$ cat src/rtl/alarm_scheduler.sv
// Multi-channel alarm controller: N enabled alarm compares feed a ring/snooze
// FSM that drives a registered alarm output from the divided clock.
module alarm_scheduler #(
    parameter int N_ALARM    = 4,
    parameter int RING_SEC   = 5,
    parameter int SNOOZE_SEC = 300,
    parameter int SNOOZE_MAX = 3,
    localparam int ID_W      = $clog2(N_ALARM),
    localparam int SC_W      = (SNOOZE_MAX > 0) ? $clog2(SNOOZE_MAX + 1) : 1
) (
    input  logic                   clk_ac,
    input  logic                   reset,
    input  logic                   sec_tick,
    input  logic [17:0]            clock_inp,
    input  logic [18*N_ALARM-1:0]  alarm_inp,
    input  logic [N_ALARM-1:0]     alarm_en,
    input  logic                   snooze,
    input  logic                   stop,
    output logic                   ot_ac,
    output logic [1:0]             state,
    output logic [ID_W-1:0]        active_id,
    output logic [SC_W-1:0]        snooze_cnt
);

    localparam int RC_W = $clog2(RING_SEC + 1);
    localparam int SN_W = $clog2(SNOOZE_SEC + 1);
    localparam logic [RC_W-1:0] RING_LOAD = RC_W'(RING_SEC);
    localparam logic [SN_W-1:0] SNZ_LOAD  = SN_W'(SNOOZE_SEC);
    localparam logic [SC_W-1:0] SC_LIMIT  = SC_W'(SNOOZE_MAX);

    typedef enum logic [1:0] {
        IDLE   = 2'd0,
        RING   = 2'd1,
        SNOOZE = 2'd2
    } state_t;

    state_t            state_q, state_nxt;
    logic [RC_W-1:0]   ring_cnt, ring_nxt;
    logic [SN_W-1:0]   snz_cnt, snz_nxt;
    logic [ID_W-1:0]   id_nxt, match_id;
    logic [SC_W-1:0]   scnt_nxt;
    logic [N_ALARM-1:0] chan_hit;
    logic              match_any;
    logic              end_event;
    logic              snooze_ok;

    // A channel only hits on a tick, when enabled, and when its time is a legal hh:mm:ss.
    for (genvar g = 0; g < N_ALARM; g++) begin : g_chan
        logic [17:0] at;
        assign at = alarm_inp[18*g +: 18];
        assign chan_hit[g] = sec_tick && alarm_en[g]
                          && (at[17:12] <= 6'd23) && (at[11:6] <= 6'd59) && (at[5:0] <= 6'd59)
                          && (at == clock_inp);
    end

    always_comb begin
        match_any = 1'b0;
        match_id  = '0;
        for (int i = N_ALARM - 1; i >= 0; i--) begin
            if (chan_hit[i]) begin
                match_any = 1'b1;
                match_id  = ID_W'(i);
            end
        end
    end

    assign end_event = stop || !alarm_en[active_id];
    assign snooze_ok = snooze && (snooze_cnt < SC_LIMIT);

    always_ff @(posedge clk_ac or negedge reset) begin
        if (!reset) begin
            state_q    <= IDLE;
            ring_cnt   <= '0;
            snz_cnt    <= '0;
            active_id  <= '0;
            snooze_cnt <= '0;
            ot_ac      <= 1'b0;
        end else begin
            state_q    <= state_nxt;
            ring_cnt   <= ring_nxt;
            snz_cnt    <= snz_nxt;
            active_id  <= id_nxt;
            snooze_cnt <= scnt_nxt;
            ot_ac      <= (state_nxt == RING);
        end
    end

    assign state = state_q;

    // Stop/enable-drop outrank snooze, which outranks the tick countdown.
    always_comb begin
        state_nxt = state_q;
        case (state_q)
            IDLE: begin
                if (match_any) state_nxt = RING;
            end
            RING: begin
                if (end_event)                                state_nxt = IDLE;
                else if (snooze_ok)                           state_nxt = SNOOZE;
                else if (sec_tick && (ring_cnt <= RC_W'(1)))  state_nxt = IDLE;
            end
            SNOOZE: begin
                if (end_event)                                state_nxt = IDLE;
                else if (sec_tick && (snz_cnt <= SN_W'(1)))   state_nxt = RING;
            end
            default: state_nxt = IDLE;
        endcase
    end

    always_comb begin
        ring_nxt = ring_cnt;
        snz_nxt  = snz_cnt;
        id_nxt   = active_id;
        scnt_nxt = snooze_cnt;
        case (state_q)
            IDLE: begin
                if (state_nxt == RING) begin
                    id_nxt   = match_id;
                    scnt_nxt = '0;
                    ring_nxt = RING_LOAD;
                end
            end
            RING: begin
                if (state_nxt == IDLE) begin
                    scnt_nxt = '0;
                    ring_nxt = '0;
                end else if (state_nxt == SNOOZE) begin
                    scnt_nxt = snooze_cnt + SC_W'(1);
                    snz_nxt  = SNZ_LOAD;
                end else if (sec_tick && (ring_cnt != '0)) begin
                    ring_nxt = ring_cnt - RC_W'(1);
                end
            end
            SNOOZE: begin
                if (state_nxt == IDLE) begin
                    scnt_nxt = '0;
                    snz_nxt  = '0;
                end else if (state_nxt == RING) begin
                    ring_nxt = RING_LOAD;
                    snz_nxt  = '0;
                end else if (sec_tick && (snz_cnt != '0)) begin
                    snz_nxt = snz_cnt - SN_W'(1);
                end
            end
            default: begin
                ring_nxt = '0;
                snz_nxt  = '0;
                scnt_nxt = '0;
            end
        endcase
    end

endmodule

$ cat config.mk
export PLATFORM = sky130hd
export DESIGN_NAME = alarm_scheduler
export DESIGN_NICKNAME = d
export VERILOG_FILES = /design/src/rtl/alarm_scheduler.sv
export SDC_FILE = /design/constraint.sdc
export NUM_CORES = 1
export LEC_CHECK = 0
export CAP_MARGIN = 0
export CORE_MARGIN = 2
export CORE_UTILIZATION = 30
export CTS_CLUSTER_DIAMETER = 40
export DETAILED_ROUTE_END_ITERATION = 10
export HOLD_SLACK_MARGIN = 0.05
export PLACE_DENSITY_LB_ADDON = 0.3
export SETUP_SLACK_MARGIN = 0.3
export SLEW_MARGIN = 30
export SYNTH_ARGS = -nofsm -noshare
export SYNTH_HDL_FRONTEND = slang
export SYNTH_SLANG_ARGS = --single-unit
$ cat constraint.sdc
create_clock -name clk_ac -period 7.8 [get_ports clk_ac]
set_clock_uncertainty 0.1 [all_clocks]
set_input_delay 1.17 -clock clk_ac [delete_from_list [all_inputs] [get_ports clk_ac]]
set_output_delay 1.17 -clock clk_ac [all_outputs]
set_load 0.005 [all_outputs]
==> out/results.txt <==
H-tree Lvls: 1
HPWL after DPL: 6811 µm
Post-synth ARST share: 100.0%
DR vias: 2522
Worst Slack Setup Final: 3.436 ns
Most frequent cell after synthesis: xor2_1
Period utilisation layout: 55.95%
Gr ovfl total: 0
Number of max-cap violations: 0
Largest net degree at the start of global routing: 20
Critical Path RT: 7.87 ns
Max clock buf depth: 2
Net count after synthesis: 400
Vias in the first global route: 2562
Reg2reg path depth: 10
Hold crit path type: reg2reg
Die Area: 8718 µm²
Final ANT Viol Nets: 0
DRC viols: 0
Finish-stage setup viols: 0
Top cells by area, synth: dfrtp_1 20%, xor2_1 15%, xnor2_1 6.6%
Worst-path clk slew: 0.07 ns
DR pass1 iterations: 4
Area leader, netlist: dfrtp_1
Number of synthesized flops with an enable pin: 0
Pwr Total: 0.4213 mW
First-pass GRT wire length: 12450 µm
Most instantiated cells after synthesis: 40 x xor2_1, 21 x nor2_1, 19 x dfrtp_1
Worst Setup End Kind: flop
CTS tree: built
Syn Inst Count: 289
First-iteration detailed-routing DRC count: 153
WS Path Type: in2reg
Tot GR Track Use: 18.10%
Distinct cells, synth: 58
TritonCTS Sinks: 19
# rows: 32
Crit path launch type: input pin
Headroom to the max-slew limit: 57.10%
Setup TNS: 0 ns
ANT cells: 0
Layout Nets: 504
Core Footprint: 7727 µm²
Worst Max-Slew Pin Slew: 0.6273 ns
Pwr Density: 117.5 nW/µm²
Root Buffer: clkbuf_8
#FFs+latches synth: 19
CTS buffer count: 3
Peak supply drop: 0.05315 mV
Final hold vios: 0
Setup slack, reg-to-reg: 4.58 ns
Die extent in x: 93.37 µm
F_max: 229.2 MHz
Avg WL per Cell: 16.15 µm
Post_cts resized: 0
Syn_area_per_cell: 8.291 µm²
Sequential element share of the synthesized area: 19.84%
Area delta synth->final: 49.66%
Initial Utilization: 31.01%
Hold path endpoint: ring_cnt[1]
Antenna violations before repair: 0
Setup Fix Bufs, Post-CTS: 0
Crit Path Max Fanout: 13
Cts hold-fix bufs: 0
Skew-Pair Late Insertion Delay: 0.26 ns
Share of cells above drive strength 1: 6.378%
RSZ-0062 raised after global routing: no
WHS Path Cells: 2
Outcome: completed
Port bufs: 105
Top-level I/O count: 106
Final min period: 4.364 ns
Most used DFF post-synth: dfrtp_1
Vias per inst: 5.105
Ys Warns: 0
Reg2Reg Launch Point: state[0]
Synth top area share: 19.84%
HP Start: ring_cnt[1]
RR Endpoint: snooze_cnt[0]
Final WL: 7979 µm
LEAKAGE: 1.425 nW
DP Worst Slack: 2.994 ns
WP data arrival: 4.44 ns
Gpl congestion: 0.9020
Synthesized cell area: 2396 µm²
DIE HEIGHT: 93.37 µm
Max-slew violations: 0
-- critical path: stages --
cell and delay [ns]:
clkdlybuf4s50_1 0.55, and4bb_2 0.33, nand4_1 0.09, a2111oi_0 0.08, and4_4 0.24, or4_1 0.65
nor2_1 0.21, o2111a_1 0.54, nand3_1 0.32, o22ai_1 0.25
-- through the flow --
step           cells  area [µm²]  utilization (%)  hold WS, ns
5_1_grt          494        3586            46.41       0.4298
3_5_place_dp     490        3537            45.77       0.3995
3_3_place_gp     490        3537            45.77       0.3940
6_report         494        3586            46.41       0.4172
2_1_floorplan    289        2396                -       0.3663
4_1_cts          494        3582            46.36       0.4188
-- worst max path at each step --
stage / from / to / cells past startpoint
detailed placement: sec_tick / snz_cnt[1] / 10
finish: sec_tick / snz_cnt[4] / 10
global route: sec_tick / snz_cnt[4] / 10
global placement: sec_tick / snz_cnt[1] / 10
CTS: sec_tick / snz_cnt[1] / 10
floorplan: clock_inp[16] / snz_cnt[6] / 12
-- placed cells by master, fill, tap and decap left out, types with 10 or more instances in the layout --
master           Yosys  final
clkdlybuf4s50_1      0    104
nand2_1             18     18
dfrtp_1             19     19
inv_1               18     18
xnor2_1             18     18
ha_1                12     12
nor2_1              21     21
nand3_1             16     16
o22ai_1             10     10
xor2_1              40     40
-- layer usage --
metal | up-vias | GRT usage [%] | routed length [µm]
li1 | 1256 | - | -
met1 | 1178 | 23.10 | 3494
met2 | 74 | 31.00 | 3822
met3 | 14 | 3.626 | 512
met4 | 0 | 4.902 | 150
met5 | - | 0 | 0
-- power breakdown --
group	leakage, nW	switching (mW)	internal [mW]	total, mW
Combinational	1.14	0.114	0.116	0.229
Sequential	0.260	0.0121	0.110	0.122
Clock	0.0228	0.0335	0.0364	0.0698
-- state kept, by name (all words and copies together), names as in the netlist --
register	count
ot_ac	1
active_id	2
ring_cnt	3
snz_cnt	9
snooze_cnt	2
state	2
-- area by class of cell --
class	count	area [µm²]
multi-input cells	246	1824
well taps	102	127.6
fillers	748	4141
inverters	18	67.56
repair buffers	105	1046
clock buffers	4	45.04
flip-flops and latches	19	475.5
-- kinds of logic (layout without fill, tap and decap cells) --
group | after synthesis | after routing | share of synthesized area, %
AOI/OAI and AO/OA | 61 | 61 | 19.22
xor gates and xnor gates | 58 | 58 | 21.20
adders and majority gates | 12 | 12 | 6.266
buffers and inverters | 24 | 127 | 4.386
DFF | 19 | 19 | 19.84
muxes | 4 | 4 | 2.298
and+or+nand+nor | 111 | 111 | 26.79
Note: power is estimated with default switching activity, not from simulation.
